### config.mk
export PLATFORM = sky130hd
export DESIGN_NAME = lcd_bus_receiver
export DESIGN_NICKNAME = d
export VERILOG_FILES = /design/src/rtl/lcd_bus_receiver.sv
export SDC_FILE = /design/constraint.sdc
export NUM_CORES = 1
export LEC_CHECK = 0
export ABC_AREA = 1
export BUFFER_PORTS_ARGS = -buffer_cell sky130_fd_sc_hd__buf_2
export CAP_MARGIN = 20
export CORE_MARGIN = 10
export CORE_UTILIZATION = 35
export CTS_BUF_LIST = sky130_fd_sc_hd__clkbuf_8
export CTS_CLUSTER_DIAMETER = 100
export DETAILED_ROUTE_END_ITERATION = 10
export GPL_ROUTABILITY_DRIVEN = 1
export PLACE_DENSITY = 0.53
export RECOVER_POWER = 50
export REMOVE_ABC_BUFFERS = 1
export SETUP_SLACK_MARGIN = 0.1
export SYNTH_ARGS = -nofsm -noshare
export SYNTH_HDL_FRONTEND = slang
export SYNTH_SLANG_ARGS = --single-unit
### constraint.sdc
create_clock -name clk -period 4.8 [get_ports clk]
set_input_delay 0.48 -clock clk [delete_from_list [all_inputs] [get_ports clk]]
set_output_delay 0.48 -clock clk [all_outputs]
set_load 0.05 [all_outputs]
### src/rtl/lcd_bus_receiver.sv
// Receiver for the 4-bit HD44780-style character-LCD bus: rebuilds bytes and mirrors the two 16-column rows.
// Optional build macro LCD_RX_BLANK_OFF_EN: rows read as spaces while the display is switched off.
module lcd_bus_receiver #(
  parameter int CLK_HZ = 100000000
) (
  input  logic         clk,
  input  logic         reset_n,
  input  logic         LCD_E,
  input  logic         LCD_RS,
  input  logic         LCD_RW,
  input  logic [3:0]   LCD_D,
  output logic [127:0] row_A,
  output logic [127:0] row_B,
  output logic         byte_valid,
  output logic [7:0]   byte_out,
  output logic         byte_rs,
  output logic         mode_4bit,
  output logic         display_on
);

  if (CLK_HZ <= 0) begin : g_bad_clk_hz
    $error("CLK_HZ must be positive");
  end

  typedef enum logic [1:0] {
    ST_INIT8 = 2'd0,
    ST_HI    = 2'd1,
    ST_LO    = 2'd2
  } state_t;

  localparam logic [127:0] BLANK_ROW = {16{8'h20}};

  // Two-line address map: 0x00-0x27 and 0x40-0x67 chain into each other.
  function automatic logic [6:0] ac_step(input logic [6:0] a, input logic up);
    logic [6:0] r;
    if (up) begin
      case (a)
        7'h27:   r = 7'h40;
        7'h67:   r = 7'h00;
        default: r = a + 7'd1;
      endcase
    end else begin
      case (a)
        7'h40:   r = 7'h27;
        7'h00:   r = 7'h67;
        default: r = a - 7'd1;
      endcase
    end
    return r;
  endfunction

  logic       e_s1, e_s2, e_s3, strobe_r;
  logic       rs_s1, rs_s2, rw_s1, rw_s2;
  logic [3:0] d_s1, d_s2;
  logic       cap_rs, cap_rw;
  logic [3:0] cap_d;

  // NOTE: every clocked register uses non-blocking assignment so all flops update from pre-edge values.
  always_ff @(posedge clk or negedge reset_n) begin
    if (!reset_n) begin
      e_s1 <= 1'b0; e_s2 <= 1'b0; e_s3 <= 1'b0; strobe_r <= 1'b0;
      rs_s1 <= 1'b0; rs_s2 <= 1'b0; rw_s1 <= 1'b0; rw_s2 <= 1'b0;
      d_s1 <= 4'h0; d_s2 <= 4'h0;
      cap_rs <= 1'b0; cap_rw <= 1'b0; cap_d <= 4'h0;
    end else begin
      e_s1  <= LCD_E;   e_s2  <= e_s1;
      e_s3  <= e_s2;
      rs_s1 <= LCD_RS;  rs_s2 <= rs_s1;
      rw_s1 <= LCD_RW;  rw_s2 <= rw_s1;
      d_s1  <= LCD_D;   d_s2  <= d_s1;
      strobe_r <= e_s3 & ~e_s2;
      if (e_s2) begin
        cap_rs <= rs_s2;
        cap_rw <= rw_s2;
        cap_d  <= d_s2;
      end
    end
  end

  state_t     st, st_next;
  logic [3:0] hi;
  logic       strobe_ok;
  logic       exec;
  logic [7:0] exec_byte;

  assign strobe_ok = strobe_r & ~cap_rw;
  assign exec_byte = {hi, cap_d};

  always_ff @(posedge clk or negedge reset_n) begin
    if (!reset_n) st <= ST_INIT8;
    else          st <= st_next;
  end

  // NOTE: defaults first so no path through this block leaves a signal unassigned (no latches).
  always_comb begin
    st_next = st;
    exec    = 1'b0;
    case (st)
      ST_INIT8: if (strobe_ok && cap_d == 4'h2) st_next = ST_HI;
      ST_HI:    if (strobe_ok) st_next = ST_LO;
      ST_LO: begin
        if (strobe_ok) begin
          exec    = 1'b1;
          st_next = ST_HI;
          if (!cap_rs && exec_byte[7:5] == 3'b001 && exec_byte[4]) st_next = ST_INIT8;
        end
      end
      default: st_next = ST_INIT8;
    endcase
  end

  logic [127:0] row_a_buf, row_b_buf;
  logic [6:0]   ac;
  logic         inc, cg_sel;

  // NOTE: the display buffer is plain registers, so it takes a reset value like any other state.
  always_ff @(posedge clk or negedge reset_n) begin
    if (!reset_n) begin
      hi         <= 4'h0;
      row_a_buf  <= BLANK_ROW;
      row_b_buf  <= BLANK_ROW;
      ac         <= 7'h00;
      inc        <= 1'b1;
      cg_sel     <= 1'b0;
      byte_valid <= 1'b0;
      byte_out   <= 8'h00;
      byte_rs    <= 1'b0;
      mode_4bit  <= 1'b0;
      display_on <= 1'b0;
    end else begin
      byte_valid <= 1'b0;
      if (st == ST_INIT8 && strobe_ok && cap_d == 4'h2) mode_4bit <= 1'b1;
      if (st == ST_HI && strobe_ok) hi <= cap_d;
      if (exec) begin
        byte_valid <= 1'b1;
        byte_out   <= exec_byte;
        byte_rs    <= cap_rs;
        if (!cap_rs) begin
          if (exec_byte[7]) begin
            ac     <= exec_byte[6:0];
            cg_sel <= 1'b0;
          end else if (exec_byte[6]) begin
            cg_sel <= 1'b1;
          end else if (exec_byte[5]) begin
            if (exec_byte[4]) mode_4bit <= 1'b0;
          end else if (exec_byte[4]) begin
            // cursor/display shift: no visible effect on the mirrored rows
          end else if (exec_byte[3]) begin
            display_on <= exec_byte[2];
          end else if (exec_byte[2]) begin
            inc <= exec_byte[1];
          end else if (exec_byte[1]) begin
            ac <= 7'h00;
          end else if (exec_byte[0]) begin
            row_a_buf <= BLANK_ROW;
            row_b_buf <= BLANK_ROW;
            ac        <= 7'h00;
            inc       <= 1'b1;
          end
        end else if (!cg_sel) begin
          if (ac[6:4] == 3'b000) row_a_buf[{~ac[3:0], 3'b000} +: 8] <= exec_byte;
          if (ac[6:4] == 3'b100) row_b_buf[{~ac[3:0], 3'b000} +: 8] <= exec_byte;
          ac <= ac_step(ac, inc);
        end
      end
    end
  end

`ifdef LCD_RX_BLANK_OFF_EN
  assign row_A = display_on ? row_a_buf : BLANK_ROW;
  assign row_B = display_on ? row_b_buf : BLANK_ROW;
`else
  assign row_A = row_a_buf;
  assign row_B = row_b_buf;
`endif

endmodule

==> metrics.txt, run 1 <==
Setup Skew=0.0331 ns; CP Data Required Time=5.29 ns; top_reg_cell synth=dfrtp_1; Final Wtd Congestion=0.840; Yosys top cell area share=52.3%; total iterations of the first detailed-routing run=6; CP max-delay cell=dfrtp_2; initial DRC count=948; Die Wd=213 um; Routed WL=43400 um; worst path cell trace=inv_2, nand2_1, nand3_1, nor2_1, nand2_2, nor2_8, buf_4, nand2_2, nand2_1, nand2_1; RR Endpoint=row_B[22]; yosys warns=0; largest net degree at the start of global routing=107; Starting Density=35.5%; antenna viol nets, final=0; vias in the first global route=11500; CP dominant cell by count=nand2_1; total congestion overflow=0; part of the Yosys area used for sequential elements=58.9%; diode count=0; die footprint=45300 um^2; sequential cell area=7670 um^2; pwr dens=417 nW/um^2; post-synthesis cell type count=37; Layout fillers=3745; Worst-Margin Slew=2.57 ns; r2r startpoint=cap_rs; clk buf depth=3; NumNets Final=1882; port buffer count=276; Synth Register Bits=305; wire per inst=18.2 um; first-pass GRT wire length=67200 um; cell family with most CP delay=simple AND/OR/NAND/NOR gates; Syn Area/Cell=8.32 um^2; Die Y=213 um; flop2flop setup slack=1.40 ns; latest clock arrival within the worst-skew pair=0.63 ns; DPL Wire Length=30800 um; signal arrival time at the worst endpoint=3.89 ns; crit path kind=register to register; TritonCTS buffer count=53; Via Count=11300; Setup Fix Bufs, Post-CTS=0; headroom to the max-slew limit=-71.2%; Async S/R FF share, synth=100%; share of post-route cells with drive strength above 1=18.3%; Crit Path Max Fanout=59; MaxCap Viol Count=1; VDD IR max=0.000180 V; Via density=4.73; # clock sinks=305; GR Util All Layers=18.9%; Tcrit/Tclk final=70.8%; Final setup violation count=0; CP max stage delay=0.95 ns; clock root buffer master=clkbuf_8; Pleak=8.77 nW; Hold Fails Final Rpt=0; Ports=277; CTS clk-pin slew, worst paths=0.06 ns; WP buf/inv=2; Tmin final=3.40 ns; Post-Syn Area=13000 um^2; Worst path depth=10; footprint of the multi-input gates=4860 um^2; core box area=36700 um^2; DRC viols=0; Hold Crit Class=register to register; R2R cell count=10; worst setup path end=row_B[22]; crit end category=register; Post-synth EDFFs=0; final slew viol count=97; initial antenna violation count=0; H-Tree Depth=2; CP Launch Type=register; Crit. Startpoint=cap_rs; CTS tree=done; failing checks=capacitance limit, slew limit; post-synthesis instance total=1566; outcome=finished with violations; unrepaired setup endpoints after global routing=no; most common cell after layout, fill and taps aside=nand2_1; Fin Setup TNS=0 ns; Total Power=6.56 mW; Area contributors post-synth=dfrtp_1, nand2_1, dfstp_2, nor2_1, nand2_2; leading area contributor after synthesis=dfrtp_1; f_max=294 MHz; area delta synth->final=21.0%; most frequent cells in the layout=nand2_1, dfrtp_1, buf_2, nor2_1, clkbuf_1; site row count=70
==> worst min-delay path by stage <==
stage | end | from | depth (start not counted)
floorplan | ac[0] | reset_n | 0
global placement | rw_s2 | rw_s1 | 0
detailed placement | rs_s2 | rs_s1 | 0
CTS | d_s2[3] | d_s1[3] | 0
global route | rw_s2 | rw_s1 | 0
finish | d_s2[3] | d_s1[3] | 0
==> metrics by stage <==
step           setup slack (ns)  hold WS (ns)  area (um^2)  util (%)  std cells
2_1_floorplan              1.62         0.184        12700         -       1519
3_3_place_gp               1.55         0.335        14800      40.3       2274
4_1_cts                    1.40         0.343        15900      43.3       2381
6_report                   1.40         0.341        15800      42.9       2381
3_5_place_dp               1.41         0.336        14800      40.3       2274
5_1_grt                    1.07         0.348        15800      42.9       2381
==> logic make-up after synthesis <==
family | after synthesis | share of synthesized area, %
simple gates | 1117 | 34.4
buf+inv | 82 | 3.68
flops | 305 | 58.9
xor+xnor | 3 | 0.346
compound gates | 55 | 2.30
fa+ha+maj | 4 | 0.384
==> report_power, final <==
part | leakage, nW | internal (mW) | total, mW | switching, mW
Combinational | 4.05 | 0.287 | 1.31 | 1.02
Sequential | 4.08 | 2.74 | 2.91 | 0.174
Clock | 0.638 | 1.25 | 2.34 | 1.09
==> registers in the layout (all words and copies together) (netlist names), 2 cells and up <==
| register | cells |
|---|---|
| row_A | 128 |
| row_B | 128 |
| byte_out | 8 |
| ac | 7 |
| cap_d | 4 |
| d_s1 | 4 |
| d_s2 | 4 |
| hi | 4 |
| st | 2 |
==> layout make-up <==
type                            count  area share [%]
Clock inverter                     32           0.834
Tap cell                          468            3.72
Timing Repair Buffer              295            9.19
Multi-Input combinational cell   1179            30.9
Sequential cell                   305            48.7
Clock buffer                       67            5.85
Inverter                           35           0.834
==> metal layers <==
| metal | part of all wire, % | track usage (%) | vias up |
|---|---|---|---|
| met5 | 0 | 0 | - |
| met4 | 2.1 | 6.06 | 0 |
| met3 | 7.2 | 4.69 | 67 |
| met2 | 45 | 29.3 | 319 |
| met1 | 45 | 25.5 | 5390 |
| li1 | - | - | 5475 |
==> synthesized netlist by cell type, types with 2 or more instances <==
cell      count
buf_4         4
nor2_1      148
nand2_1     843
xor2_1        2
inv_1        28
o21ai_0      29
o21a_1        2
nand3_1      55
nand4_1       3
a21oi_1      16
buf_2        17
nor3_1       11
clkbuf_1      7
inv_2         7
nand2_2      46
dfstp_2      33
nor2_2        3
buf_6        15
dfrtp_1     272
nand3_2       2
nor2_8        2
buf_8         2
ha_1          4
buf_1         2
==> timing repair <==
action	in CTS	in global routing
resized for setup	0	0
endpoints found under the hold margin	95	0
hold buffers	8	0
Note: power is estimated with default switching activity, not from simulation.
==> run 2: changes to the inputs <==
- PLACE_DENSITY: 0.53 -> 0.55
- clock period: 4.8 -> 3.1 ns (I/O delays scaled with it)
==> run 2 against run 1 <==
  * The flow finishes with violations (capacitance limit)
  * Fmax up 30%
  * Sequential power up 53%
  * Global-route usage is essentially flat
  * Hold slack got worse by 0.012 ns
  * Combinational power is 60% higher
  * Register-to-register slack worse by 0.92 ns
  * First-iteration DRC count fell by 14%
  * Clock power grew 64%
==> metrics.txt, run 2 (synthesis results as in run 1) <==
total iterations of the first detailed-routing run=5 (was 6); pwr dens=649 nW/um^2 (was 417 nW/um^2); register share of total power=42.9% (was 44.3%); signal arrival time at the worst endpoint=3.13 ns (was 3.89 ns); crit end category=register (unchanged); CTS tree=done (unchanged); diode count=0 (unchanged); largest net degree at the start of global routing=102 (was 107); Clk network pwr share=36.9% (was 35.7%); Tmin final=2.62 ns (was 3.40 ns); total congestion overflow=0 (unchanged); # clock sinks=305 (unchanged); Sw Share=34.0% (was 34.9%); most frequent cells in the layout=nand2_1, dfrtp_1, buf_2, nor2_1, clkbuf_1 (unchanged); f_max=382 MHz (was 294 MHz); PnR worst setup slack=0.481 ns (was 1.40 ns); Hold Fails Final Rpt=0 (unchanged); MaxCap Viol Count=1 (unchanged); GR Util All Layers=18.9% (about the same); DPL Wire Length=31200 um (was 30800 um); first-pass GRT wire length=67800 um (was 67200 um); Routed WL=42800 um (was 43400 um); CP Launch Type=register (unchanged); clock root buffer master=clkbuf_8 (unchanged); site row count=70 (unchanged); VDD IR max=0.000264 V (was 0.000180 V); Crit Path Max Fanout=41 (was 59); Pleak=8.95 nW (was 8.77 nW); die footprint=45300 um^2 (unchanged); CTS clk-pin slew, worst paths=0.06 ns (about the same); Die Y=213 um (unchanged); Layout fillers=3762 (was 3745); Via Count=11400 (was 11300); final slew viol count=0 (was 97); Setup Fix Bufs, Post-CTS=0 (unchanged); area delta synth->final=22.9% (was 21.0%); Setup WS pre-CTS=0.760 ns (was 1.41 ns); Final Wtd Congestion=0.813 (was 0.840); vias in the first global route=11800 (was 11500); core box area=36700 um^2 (unchanged); Ports=277 (unchanged); CP Data Required Time=3.61 ns (was 5.29 ns); P_sw=3.53 mW (was 2.29 mW); Gate power share=20.1% (was 20.0%); Die Wd=213 um (unchanged); wire per inst=17.8 um (was 18.2 um); headroom to the max-slew limit=0.0297% (was -71.2%); final hold slack=0.328 ns (was 0.341 ns); H-Tree Depth=2 (unchanged); latest clock arrival within the worst-skew pair=0.63 ns (about the same); P_int=6.85 mW (was 4.27 mW); TritonCTS buffer count=54 (was 53); failing checks=capacitance limit (was capacitance limit, slew limit); Setup Skew=0.0174 ns (was 0.0331 ns); DRC viols=0 (unchanged); antenna viol nets, final=0 (unchanged); Worst-Margin Slew=1.50 ns (was 2.57 ns); unrepaired setup endpoints after global routing=no (unchanged); initial DRC count=814 (was 948); clk buf depth=3 (unchanged); Via density=4.76 (was 4.73); Starting Density=35.5% (unchanged); initial antenna violation count=0 (unchanged); share of post-route cells with drive strength above 1=19.7% (was 18.3%); port buffer count=276 (unchanged); crit path kind=register to register (unchanged); outcome=finished with violations (unchanged); Hold Crit Class=input port to async pin (was register to register); Final setup violation count=0 (unchanged); Tcrit/Tclk final=84.5% (was 70.8%); most common cell after layout, fill and taps aside=nand2_1 (unchanged); NumNets Final=1899 (was 1882)
run 2: changes by cell type in the layout (fill, tap and decap cells not counted):
cell,previous run,this run
buf_2,168,182
clkbuf_1,107,95
buf_4,8,17
clkinv_2,6,2
buf_12,3,6
bufinv_16,0,2
inv_1,54,56
buf_8,0,1
clkbuf_2,1,2
clkbuf_8,67,68
clkinvlp_4,1,2
inv_6,0,1
run 2: routing by layer:
| layer | vias to the layer above | routed length [um] | GRT usage, % |
|---|---|---|---|
| li1 | 5518 | - | - |
| met1 | 5452 | 19400 | 25.4 |
| met2 | 396 | 19100 | 29.1 |
| met3 | 65 | 3380 | 5.16 |
| met4 | 0 | 920 | 6.01 |
| met5 | - | 0 | 0 |
run 2: metrics by stage:
step	area, um^2	cells	power [mW]	TNS (ns)	utilization, %
5_1_grt	16000	2400	11.0	0	43.6
6_report	16000	2400	10.4	0	43.6
3_5_place_dp	15000	2290	6.65	0	40.8
4_1_cts	16200	2400	10.6	0	44.1
2_1_floorplan	12700	1519	5.91	-19.96	-
3_3_place_gp	15000	2290	6.63	0	40.8
run 2: final timing paths:
| path | end | start | cells past startpoint | slack (ns) |
|---|---|---|---|---|
| max | row_B[30] | cap_rw | 11 | 0.48 |
| max in group asynchronous | row_A[121] | reset_n | 3 | 0.77 |
| min | row_B[83] | reset_n | 2 | 0.33 |
| min in group clk | rw_s1 | LCD_RW | 2 | 0.33 |
| min reg2reg | rs_s2 | rs_s1 | 0 | 0.34 |
| max reg2reg | row_B[30] | cap_rw | 11 | 0.48 |
run 2: critical path, cell delays in order (launching register included):
cell and delay (ns):
dfrtp_1 0.36, inv_1 0.07, nand2_1 0.09, nor2_1 0.45
inv_2 0.26, nor2_2 0.14, nand2_2 0.15, nor2_8 0.33
buf_12 0.26, nand2_2 0.18, nand2_1 0.09, nand2_1 0.06
run 2: power by group through the flow:
stage	registers [mW]	logic [mW]	clock network [mW]
2_1_floorplan	4.92	0.988	0
3_3_place_gp	4.52	2.11	0
3_5_place_dp	4.52	2.13	0
4_1_cts	4.46	2.14	3.96
5_1_grt	4.49	2.32	4.15
6_report	4.46	2.09	3.83
run 2: layout make-up:
| type | instances | area (um^2) | area share (%) |
|---|---|---|---|
| clock buffers | 68 | 936 | 5.85 |
| multi-input cells | 1179 | 4860 | 30.4 |
| repair buffers | 311 | 1620 | 10.1 |
| flip-flops and latches | 305 | 7670 | 48.0 |
| inverters | 35 | 131 | 0.821 |
| well taps | 468 | 586 | 3.66 |
| clock inverters | 34 | 195 | 1.22 |
run 2: repair_timing:
| action | CTS | global route |
|---|---|---|
| gates resized for setup | 0 | 0 |
| hold buffers | 8 | 0 |
| endpoints found under the hold margin | 96 | 0 |
==> run 3: changes to the inputs <==
- PLACE_DENSITY: 0.55 -> 0.53
- clock period: 3.1 -> 2.52 ns (I/O delays scaled with it)
==> run 3 against run 2 <==
  * The flow finishes with violations (capacitance limit, slew limit)
  * Sequential cell count unchanged
  * First-iteration DRC count is 5.5% lower
  * Global-route usage rose by 0.26 points
  * Power up 21%
  * Via count hardly changed
  * Register-to-register slack got worse by 0.18 ns
  * Clock power up 14%
  * Largest cell class unchanged
==> metrics.txt, run 3 (synthesis results as in run 1) <==
core box area=36700 um^2 (unchanged); largest net degree at the start of global routing=64 (was 102); Final setup violation count=0 (unchanged); VDD IR max=0.000429 V (was 0.000264 V); pwr dens=780 nW/um^2 (was 649 nW/um^2); antenna viol nets, final=0 (unchanged); Setup Skew=0.0117 ns (was 0.0174 ns); Starting Density=35.5% (unchanged); Layout fillers=3779 (was 3762); share of post-route cells with drive strength above 1=20.8% (was 19.7%); initial antenna violation count=0 (unchanged); signal arrival time at the worst endpoint=2.78 ns (was 3.13 ns); Hold Crit Class=input port to register (was input port to async pin); # clock sinks=305 (unchanged); Die Wd=213 um (unchanged); total iterations of the first detailed-routing run=5 (unchanged); final slew viol count=61 (was 0); area delta synth->final=23.5% (was 22.9%); diode count=0 (unchanged); Tmin final=2.22 ns (was 2.62 ns); latest clock arrival within the worst-skew pair=0.62 ns (was 0.63 ns); Hold Fails Final Rpt=0 (unchanged); clk buf depth=3 (unchanged); DPL Wire Length=31400 um (was 31200 um); Clk network pwr share=34.7% (was 36.9%); crit end category=register (unchanged); CP dominant cell by count=nand2_1 (unchanged); Pleak=8.98 nW (was 8.95 nW); P_int=8.15 mW (was 6.85 mW); Final Non-Filler Cells=2413 (was 2400); final hold slack=0.280 ns (was 0.328 ns); most common cell after layout, fill and taps aside=nand2_1 (unchanged); crit path kind=register to register (unchanged); Crit Path Max Fanout=7 (was 41); CP max stage delay=0.44 ns (was 0.45 ns); CP Data Required Time=3.08 ns (was 3.61 ns); CTS clk-pin slew, worst paths=0.06 ns (about the same); Via density=4.74 (was 4.76); placed insts=2303 (was 2290); unrepaired setup endpoints after global routing=no (unchanged); initial DRC count=769 (was 814); GR Util All Layers=19.2% (was 18.9%); port buffer count=276 (unchanged); post-layout util=43.8% (was 43.6%); Die Y=213 um (unchanged); clock root buffer master=clkbuf_8 (unchanged); Sw Share=35.1% (was 34.0%); vias in the first global route=11700 (was 11800); Via Count=11400 (about the same); CP max-delay cell=dfrtp_1 (was nor2_1); site row count=70 (unchanged); Routed WL=43700 um (was 42800 um); Fin Setup TNS=0 ns (unchanged); Gate power share=21.5% (was 20.1%); headroom to the max-slew limit=-19.1% (was 0.0297%); TritonCTS buffer count=53 (was 54); wire per inst=18.1 um (was 17.8 um); Ports=277 (unchanged); f_max=450 MHz (was 382 MHz); register share of total power=43.8% (was 42.9%); Tcrit/Tclk final=88.2% (was 84.5%); P_sw=4.40 mW (was 3.53 mW); outcome=finished with violations (unchanged); worst path cell trace=inv_1, ha_2, inv_1, nand2_1, inv_1, nand2_1, nor3_1, nand2_1, nand2_1 (was inv_1, nand2_1, nor2_1, inv_2, nor2_2, nand2_2, nor2_8, buf_12, nand2_2, nand2_1, nand2_1); most frequent cells in the layout=nand2_1, dfrtp_1, buf_2, nor2_1, clkbuf_1 (unchanged); MaxCap Viol Count=1 (unchanged); NumNets Final=1913 (was 1899); first-pass GRT wire length=68100 um (was 67800 um); total congestion overflow=0 (unchanged); DRC viols=0 (unchanged); Worst-Margin Slew=1.79 ns (was 1.50 ns); H-Tree Depth=2 (unchanged); die footprint=45300 um^2 (unchanged); CP Launch Type=register (unchanged); Final Wtd Congestion=0.821 (was 0.813); failing checks=capacitance limit, slew limit (was capacitance limit); CTS tree=done (unchanged)
-- run 3: power groups by stage --
stage               sequential, mW  clock (mW)  combinational [mW]
floorplan                     6.05           0                1.22
global placement              5.56           0                2.62
detailed placement            5.57           0                2.64
CTS                           5.49        4.50                2.66
global route                  5.53        4.74                2.98
finish                        5.49        4.36                2.69
-- run 3: final timing paths --
kind	start	endpoint	slack, ns	depth (start not counted)
worst max-delay path	ac[0]	row_B[63]	0.30	9
worst min-delay path	LCD_D[2]	d_s1[2]	0.28	2
worst max register to register	ac[0]	row_B[63]	0.30	9
worst min register to register	e_s1	e_s2	0.34	0
max in group asynchronous	reset_n	row_B[21]	0.45	3
min in group asynchronous	reset_n	row_B[81]	0.65	2
-- run 3: timing repair --
action,4_1_cts,5_1_grt
hold buffers,8,0
hold endpoints to repair,61,0
setup buffers,0,2
gates resized for setup,0,15
setup endpoints to repair,0,187
-- run 3: layout make-up --
type / instances / area [um^2] / area share (%)
multi-input cells: 1179 / 4930 / 30.6
clock inverters: 36 / 149 / 0.925
flip-flops and latches: 305 / 7680 / 47.7
clock buffers: 64 / 881 / 5.48
repair buffers: 326 / 1740 / 10.8
well taps: 468 / 586 / 3.64
inverters: 35 / 135 / 0.840
-- run 3: worst max-delay path: cells and delay by family (launching register included) --
kind,cells,cell delay (ns)
adders and majority gates,1,0.34
buffers and inverters,3,0.58
DFF,1,0.44
and+or+nand+nor,5,0.80
-- run 3: metal layers --
layer  vias to the layer above  GRT usage [%]  share of wire (%)
met5                         -              0                  0
li1                       5533              -                  -
met3                        59           5.03                7.6
met2                       367           30.0                 46
met1                      5477           25.6                 45
met4                         0           5.61                2.0
-- run 3: stage by stage --
| stage | setup WS [ns] | cell area (um^2) | total power [mW] |
|---|---|---|---|
| global placement | 0.200 | 15100 | 8.18 |
| CTS | 0.125 | 16200 | 12.6 |
| global route | 0.112 | 16100 | 13.2 |
| finish | 0.298 | 16100 | 12.5 |
| detailed placement | 0.138 | 15100 | 8.21 |
| floorplan | -0.663 | 12700 | 7.27 |
